==> config.mk <==
export PLATFORM = sky130hd
export DESIGN_NAME = ask_slicer
export DESIGN_NICKNAME = d
export VERILOG_FILES = /design/src/rtl/ask_slicer_pkg.sv /design/src/rtl/env_window_tracker.sv /design/src/rtl/ask_slicer.sv
export SDC_FILE = /design/constraint.sdc
export NUM_CORES = 1
export LEC_CHECK = 0
export BUFFER_PORTS_ARGS = -buffer_cell sky130_fd_sc_hd__buf_4
export CAP_MARGIN = 10
export CORE_AREA = 2 2 216 218
export DETAILED_ROUTE_END_ITERATION = 10
export DIE_AREA = 0 0 218 220
export PLACE_DENSITY = 0.71
export SYNTH_ARGS = -nofsm -noshare
export SYNTH_HDL_FRONTEND = slang
export SYNTH_HIERARCHICAL = 1
export SYNTH_SLANG_ARGS = --single-unit
export TNS_END_PERCENT = 30
==> constraint.sdc <==
create_clock -name clk -period 8.1 [get_ports clk]
set_clock_uncertainty 0.2 [all_clocks]
set_input_delay 0.81 -clock clk [delete_from_list [all_inputs] [get_ports clk]]
set_output_delay 0.81 -clock clk [all_outputs]
set_load 0.005 [all_outputs]
==> src/rtl/ask_slicer_pkg.sv <==
// Shared types and constants for the adaptive ASK slicer.
package ask_slicer_pkg;

  // Slicer decision states: acquiring levels, locked-low, locked-high.
  typedef enum logic [1:0] {
    ST_ACQ  = 2'd0,
    ST_LOW  = 2'd1,
    ST_HIGH = 2'd2
  } state_t;

  // Default parameter values.
  localparam int DEF_DATA_W     = 32;
  localparam int DEF_WIN_LEN    = 1024;
  localparam int DEF_HYST_SHIFT = 4;
  localparam int DEF_MIN_SPAN   = 4096;
  localparam int DEF_PERIOD_W   = 16;

  // Signed extremes of the default sample width; they seed the running
  // max/min accumulators so a stale value can never look like a level.
  localparam logic signed [DEF_DATA_W-1:0] ENV_SMAX = {1'b0, {(DEF_DATA_W-1){1'b1}}};
  localparam logic signed [DEF_DATA_W-1:0] ENV_SMIN = {1'b1, {(DEF_DATA_W-1){1'b0}}};

endpackage

==> src/rtl/env_window_tracker.sv <==
// Windowed envelope tracker: running max/min over WIN_LEN accepted samples,
// latched at window close together with the threshold, hysteresis and lock.
module env_window_tracker
  import ask_slicer_pkg::*;
#(
  parameter int DATA_W     = DEF_DATA_W,
  parameter int WIN_LEN    = DEF_WIN_LEN,
  parameter int HYST_SHIFT = DEF_HYST_SHIFT,
  parameter int MIN_SPAN   = DEF_MIN_SPAN
) (
  input  logic                     i_clk,
  input  logic                     i_reset,
  input  logic                     i_valid,
  input  logic signed [DATA_W-1:0] i_data,
  output logic signed [DATA_W-1:0] o_env_max,
  output logic signed [DATA_W-1:0] o_env_min,
  output logic signed [DATA_W-1:0] o_threshold,
  output logic        [DATA_W:0]   o_hyst,
  output logic                     o_locked,
  output logic                     o_close,    // this cycle is an accepted window-closing sample
  output logic                     o_span_ok   // span of the closing window meets MIN_SPAN
);

  localparam int CNT_W = $clog2(WIN_LEN);

  logic        [CNT_W-1:0]  r_wcnt;
  logic signed [DATA_W-1:0] r_acc_max;
  logic signed [DATA_W-1:0] r_acc_min;
  logic signed [DATA_W-1:0] r_env_max;
  logic signed [DATA_W-1:0] r_env_min;
  logic signed [DATA_W-1:0] r_threshold;
  logic        [DATA_W:0]   r_hyst;
  logic                     r_locked;

  logic signed [DATA_W-1:0] w_max_nxt;
  logic signed [DATA_W-1:0] w_min_nxt;
  logic signed [DATA_W:0]   w_max_x;
  logic signed [DATA_W:0]   w_min_x;
  logic signed [DATA_W:0]   w_sum;
  logic        [DATA_W:0]   w_span;
  logic                     w_first;

  // Accumulators including the current sample, plus 33-bit span/sum of them.
  always_comb begin
    w_first   = (r_wcnt == '0);
    w_max_nxt = (w_first || (i_data > r_acc_max)) ? i_data : r_acc_max;
    w_min_nxt = (w_first || (i_data < r_acc_min)) ? i_data : r_acc_min;
    w_max_x   = {w_max_nxt[DATA_W-1], w_max_nxt};
    w_min_x   = {w_min_nxt[DATA_W-1], w_min_nxt};
    w_sum     = w_max_x + w_min_x;
    w_span    = w_max_x - w_min_x;   // max >= min, so the result is non-negative
    o_close   = i_valid && (r_wcnt == CNT_W'(WIN_LEN - 1));
    o_span_ok = (w_span >= (DATA_W+1)'(MIN_SPAN));
  end

  // Window counter, running accumulators and window-close latches.
  always_ff @(posedge i_clk or posedge i_reset) begin
    if (i_reset) begin
      r_wcnt      <= '0;
      r_acc_max   <= DATA_W'(ENV_SMIN);
      r_acc_min   <= DATA_W'(ENV_SMAX);
      r_env_max   <= '0;
      r_env_min   <= '0;
      r_threshold <= '0;
      r_hyst      <= '0;
      r_locked    <= 1'b0;
    end else if (i_valid) begin
      r_wcnt    <= r_wcnt + 1'b1;   // power-of-2 window wraps naturally
      r_acc_max <= w_max_nxt;
      r_acc_min <= w_min_nxt;
      if (o_close) begin
        r_env_max   <= w_max_nxt;
        r_env_min   <= w_min_nxt;
        r_threshold <= DATA_W'(w_sum >>> 1);
        r_hyst      <= w_span >> HYST_SHIFT;
        r_locked    <= o_span_ok;
      end
    end
  end

  assign o_env_max   = r_env_max;
  assign o_env_min   = r_env_min;
  assign o_threshold = r_threshold;
  assign o_hyst      = r_hyst;
  assign o_locked    = r_locked;

endmodule

==> src/rtl/ask_slicer.sv <==
// Adaptive ASK bit slicer: hysteresis decision FSM and symbol-period counter
// on top of the windowed envelope tracker.
// Input handshake: s_valid is a one-cycle strobe with no backpressure; a cycle
// with s_valid=1 accepts s_data, every other cycle leaves all state unchanged.
module ask_slicer
  import ask_slicer_pkg::*;
#(
  parameter int DATA_W     = DEF_DATA_W,
  parameter int WIN_LEN    = DEF_WIN_LEN,
  parameter int HYST_SHIFT = DEF_HYST_SHIFT,
  parameter int MIN_SPAN   = DEF_MIN_SPAN,
  parameter int PERIOD_W   = DEF_PERIOD_W
) (
  input  logic                     clk,
  input  logic                     reset,
  input  logic                     s_valid,
  input  logic signed [DATA_W-1:0] s_data,
  output logic                     ask_bit,
  output logic                     edge_pulse,
  output logic [PERIOD_W-1:0]      sym_period,
  output logic                     period_valid,
  output logic signed [DATA_W-1:0] env_max,
  output logic signed [DATA_W-1:0] env_min,
  output logic signed [DATA_W-1:0] threshold,
  output logic                     locked,
  output logic [1:0]               dbg_state
);

  localparam int CW = DATA_W + 2;   // room for threshold +/- hyst without overflow

  logic [DATA_W:0] w_hyst;
  logic            w_close;
  logic            w_span_ok;

  env_window_tracker #(
    .DATA_W    (DATA_W),
    .WIN_LEN   (WIN_LEN),
    .HYST_SHIFT(HYST_SHIFT),
    .MIN_SPAN  (MIN_SPAN)
  ) u_tracker (
    .i_clk      (clk),
    .i_reset    (reset),
    .i_valid    (s_valid),
    .i_data     (s_data),
    .o_env_max  (env_max),
    .o_env_min  (env_min),
    .o_threshold(threshold),
    .o_hyst     (w_hyst),
    .o_locked   (locked),
    .o_close    (w_close),
    .o_span_ok  (w_span_ok)
  );

  state_t              r_state;
  state_t              w_state_nxt;
  logic                w_edge;
  logic                w_force_acq;
  logic                r_ask;
  logic                r_edge;
  logic                r_pv;
  logic                r_first;    // next edge only restarts the period count
  logic [PERIOD_W-1:0] r_pcnt;
  logic [PERIOD_W-1:0] r_period;
  logic [PERIOD_W-1:0] w_pcnt_inc;
  logic signed [CW-1:0] w_s_x;
  logic signed [CW-1:0] w_upper;
  logic signed [CW-1:0] w_lower;

  // Hysteresis bounds from the registered threshold (new window values apply next sample).
  always_comb begin
    w_s_x      = {{2{s_data[DATA_W-1]}}, s_data};
    w_upper    = {{2{threshold[DATA_W-1]}}, threshold} + {1'b0, w_hyst};
    w_lower    = {{2{threshold[DATA_W-1]}}, threshold} - {1'b0, w_hyst};
    w_pcnt_inc = (&r_pcnt) ? r_pcnt : r_pcnt + 1'b1;
  end

  // Next-state logic; a low-span window close overrides any crossing.
  always_comb begin
    w_state_nxt = r_state;
    w_edge      = 1'b0;
    w_force_acq = 1'b0;
    if (s_valid) begin
      if (w_close && !w_span_ok) begin
        w_force_acq = 1'b1;
        w_state_nxt = ST_ACQ;
      end else begin
        case (r_state)
          ST_ACQ:  if (w_close) w_state_nxt = ST_LOW;
          ST_LOW:  if (w_s_x > w_upper) begin
                     w_state_nxt = ST_HIGH;
                     w_edge      = 1'b1;
                   end
          ST_HIGH: if (w_s_x < w_lower) begin
                     w_state_nxt = ST_LOW;
                     w_edge      = 1'b1;
                   end
          default: w_state_nxt = ST_ACQ;
        endcase
      end
    end
  end

  // State register and registered decision outputs.
  always_ff @(posedge clk or posedge reset) begin
    if (reset) begin
      r_state <= ST_ACQ;
      r_ask   <= 1'b0;
      r_edge  <= 1'b0;
    end else begin
      r_state <= w_state_nxt;
      r_ask   <= (w_state_nxt == ST_HIGH);
      r_edge  <= w_edge;
    end
  end

  // Saturating sample counter between edges; reports period on each non-first edge.
  always_ff @(posedge clk or posedge reset) begin
    if (reset) begin
      r_pcnt   <= '0;
      r_period <= '0;
      r_pv     <= 1'b0;
      r_first  <= 1'b1;
    end else begin
      r_pv <= 1'b0;
      if (s_valid) begin
        if (w_force_acq) begin
          r_pcnt  <= '0;
          r_first <= 1'b1;
        end else if (w_edge) begin
          r_pcnt  <= '0;
          r_first <= 1'b0;
          if (!r_first) begin
            r_period <= w_pcnt_inc;
            r_pv     <= 1'b1;
          end
        end else begin
          r_pcnt <= w_pcnt_inc;
        end
      end
    end
  end

  assign ask_bit      = r_ask;
  assign edge_pulse   = r_edge;
  assign sym_period   = r_period;
  assign period_valid = r_pv;
  assign dbg_state    = r_state;

endmodule

==> impl_metrics.yaml <==
pwr:
  combPwrFrac_pct: 69.1
  seq_power_share_pct: 17.0
  p_clk_share_pct: 13.9
  p_leak_nw: 11.22
  ir_worst_vdd_v: 0.0002700
  swShare_pct: 47.87
  switching_power_mw: 4.491
  power_mw: 9.380
  power_density_mw_per_mm2: 402.2
  cellInternalPower_mw: 4.889
synth:
  synth_edf_count: 0
  async_flop_share_pct: 100.0
  synth_area_leaders: "dfrtp_1 25%, ha_1 16%, xnor2_1 4.4%"
  yosysMostFrequentCell: "ha_1"
  ys.flop_type: "dfrtp_1"
  synth-seq-cells: 238
  synth_top_area_share_pct: 25.28
  syn-instance-count: 2325
  syn_area_per_cell_um2: 8.728
  seq_area_frac_synth_pct: 29.55
  yosys_warnings: 6
  synthDistinctLibCells: 95
  synthTopCellsByCount: "267 x ha_1, 217 x inv_1, 205 x dfrtp_1"
  synth_top_area_cell: "dfrtp_1"
  synth_area_mm2: 0.02029
final_layout:
  layout.nets: 2790
  area_growth_pct: 14.92
  drive_gt1_share_pct: 16.91
  num_antenna_cells: 0
  fill_cells: 4299
placed_design:
  place_ws_ps: -80.85
  post-dp-hpwl_um: 46390
  routabilityCongestion: 0.9142
  port_buffers: 152
critical_path:
  slowest_delay_ps: 610
  cp.required_ps: 8360
  timing.rr.end: "r_pcnt[0]"
  worstSetupPathType: "input pin to register"
  worstSetupStartpointType: "input pin"
  crit_arrival_ps: 7910
  crit_fanout: 51
  critPathMostFrequentCell: "mux2i_1"
  end_kind: "register"
  critPathSlowestCell: "a311oi_1"
  r2r_setup_slack_ps: 470
  reg2regPathDepth: 32
  timing.rr.start: "u_tracker/r_acc_max[1]"
timing:
  relSlewSlack_pct: 29.03
  worst_slack_ps: 454.9
  setup_violations: 0
  timing.setup.tns_ps: 0
  fin_crit_ps: 7645
  fin_crit_sh_pct: 94.38
  hold_viol_final: 0
  max_slew.worst_pin.slew_ps: 1055
  slew_violations: 0
  rsz0062_at_grt: "false"
  fmax_ghz: 0.1308
routing:
  dr.pass1.iters: 5
  final_antenna_net_count: 0
  vias: 17800
  avgViaCountPerCell: 5.715
  remaining_drc_errors: 0
  wire_per_inst_um: 19.09
  drtIter0Drc: 1174
  finalWirelength_um: 59450
clocking:
  cts-buffers-inserted: 29
  ctsResizeCount: 0
  path_clk_slew_ps: 60
  cts_num_sinks: 238
  clock_latency_ps: 580
  cts_tree: "done"
  cts_root_buf: "clkbuf_16"
  cts_max_level: 1
  cts_buffer_depth: 3
outcome:
  outcome: "finished, final reports clean"
min_path:
  hold_class: "input pin to async pin"
job:
  max-cap-violations: 0
floorplanning:
  die_area_mm2: 0.04796
  floorplan.rows: 79
  initial_core_util_pct: 44.24
  dieWidth_um: 218
  io_pins: 153
  die_h_um: 220
  fp.coreArea_mm2: 0.04586
global_route:
  antenna_found_initial: 0
  grt_pass1_vias: 17380
  track_usage_pct: 24.54
  grt_max_degree: 133
  overflow: 0
  grt_pass1_wl_um: 94140
## kinds of logic (layout without fill, tap and decap cells)
group	after synthesis	in the layout	synth area share, %
compound gates	610	610	18.79
xor+xnor	125	125	5.395
fa+ha+maj	271	271	16.86
buf+inv	321	500	6.308
flops	238	238	29.55
mux	152	152	8.293
other cells	1	4	0.01848
simple gates	607	607	14.78
## registers in the layout, indices dropped and copies added, names as in the netlist, 2 cells and up
| signal | count |
|---|---|
| u_tracker/o_hyst | 29 |
| u_tracker/r_acc_max | 32 |
| u_tracker/o_threshold | 32 |
| u_tracker/r_acc_min | 32 |
| u_tracker/r_wcnt | 10 |
| sym_period | 16 |
| u_tracker/o_env_min | 32 |
| u_tracker/o_env_max | 32 |
| r_pcnt | 16 |
| dbg_state | 2 |
## worst max path at each step
stage	startpoint	cells past startpoint	endpoint	slack, ps
floorplan	s_data[1]	31	r_pcnt[12]	1400
global placement	s_data[1]	28	sym_period[14]	20
detailed placement	s_data[1]	28	sym_period[0]	-80
CTS	u_tracker/o_threshold[0]	24	sym_period[7]	450
global route	u_tracker/r_acc_max[4]	32	r_pcnt[0]	40
finish	s_data[1]	32	r_pcnt[0]	450
## routing by layer
layer	vias to the layer above	track usage, %	part of all wire [%]
met5	-	0	0
li1	8573	-	-
met3	87	2.484	4.6
met2	498	40.67	46
met1	8639	33.84	46
met4	0	7.234	2.8
## power by group through the flow
stage | Sequential (mW) | Combinational (mW) | Clock (mW)
final | 1.60 | 6.48 | 1.30
after global routing | 1.62 | 7.04 | 1.39
after detailed placement | 1.61 | 6.33 | 0
after floorplan | 1.55 | 4.49 | 0
after CTS | 1.59 | 6.37 | 1.34
after global placement | 1.60 | 6.24 | 0
## metrics by stage
step	instances	instance area, um^2	utilization, %	hold slack (ps)
3_5_place_dp	3059	22350	48.73	276.8
3_3_place_gp	3059	22350	48.73	271.6
6_report	3114	23320	50.85	123.6
5_1_grt	3114	23320	50.85	166.6
2_1_floorplan	2328	20300	-	261.6
4_1_cts	3113	23300	50.80	123.2
## area by class of cell
type,instances,area [um^2],area share [%]
tap,607,759.5,3.257
multi-input combinational,1769,13050,55.94
clock inverter,11,121.4,0.5204
clock buffer,43,828.3,3.552
sequential,238,5997,25.72
inverter,220,833.3,3.573
timing repair buffer,226,1734,7.436
## worst max-delay path, delay by kind of cell
kind	cells	cell delay, ps
AO/OA/AOI/OAI	12	2580
adder cells (fa/ha/maj)	2	690
buffers and inverters	5	990
multiplexers	4	1070
AND/OR/NAND/NOR	9	1720
## cells in the final DEF (no fill, tap or decap), drive strengths merged, types with 7 or more instances in the layout
| cell | synthesis | routed |
|---|---|---|
| a211o | 10 | 10 |
| a211oi | 16 | 16 |
| a21o | 37 | 37 |
| a21oi | 179 | 179 |
| a221oi | 7 | 7 |
| a31oi | 28 | 28 |
| and2 | 9 | 9 |
| and3 | 13 | 13 |
| buf | 32 | 226 |
| clkbuf | 69 | 43 |
| dfrtp | 205 | 205 |
| dfstp | 33 | 33 |
| ha | 267 | 267 |
| inv | 220 | 222 |
| mux2 | 111 | 111 |
| mux2i | 41 | 41 |
| nand2 | 202 | 202 |
| nand2b | 35 | 35 |
| nand3 | 67 | 67 |
| nand4 | 37 | 37 |
| nor2 | 110 | 110 |
| nor2b | 21 | 21 |
| nor3 | 36 | 36 |
| nor4 | 25 | 25 |
| o211ai | 11 | 11 |
| o21ai | 198 | 198 |
| o21bai | 31 | 31 |
| o31ai | 18 | 18 |
| o41ai | 7 | 7 |
| or3 | 12 | 12 |
| or4 | 7 | 7 |
| xnor2 | 102 | 102 |
| xor2 | 23 | 23 |
## what timing repair did
action,4_1_cts,5_1_grt
setup endpoints to repair,0,8
hold buffers,0,0
setup buffers,0,1
No activity file was read; power rests on OpenSTA's default activity.
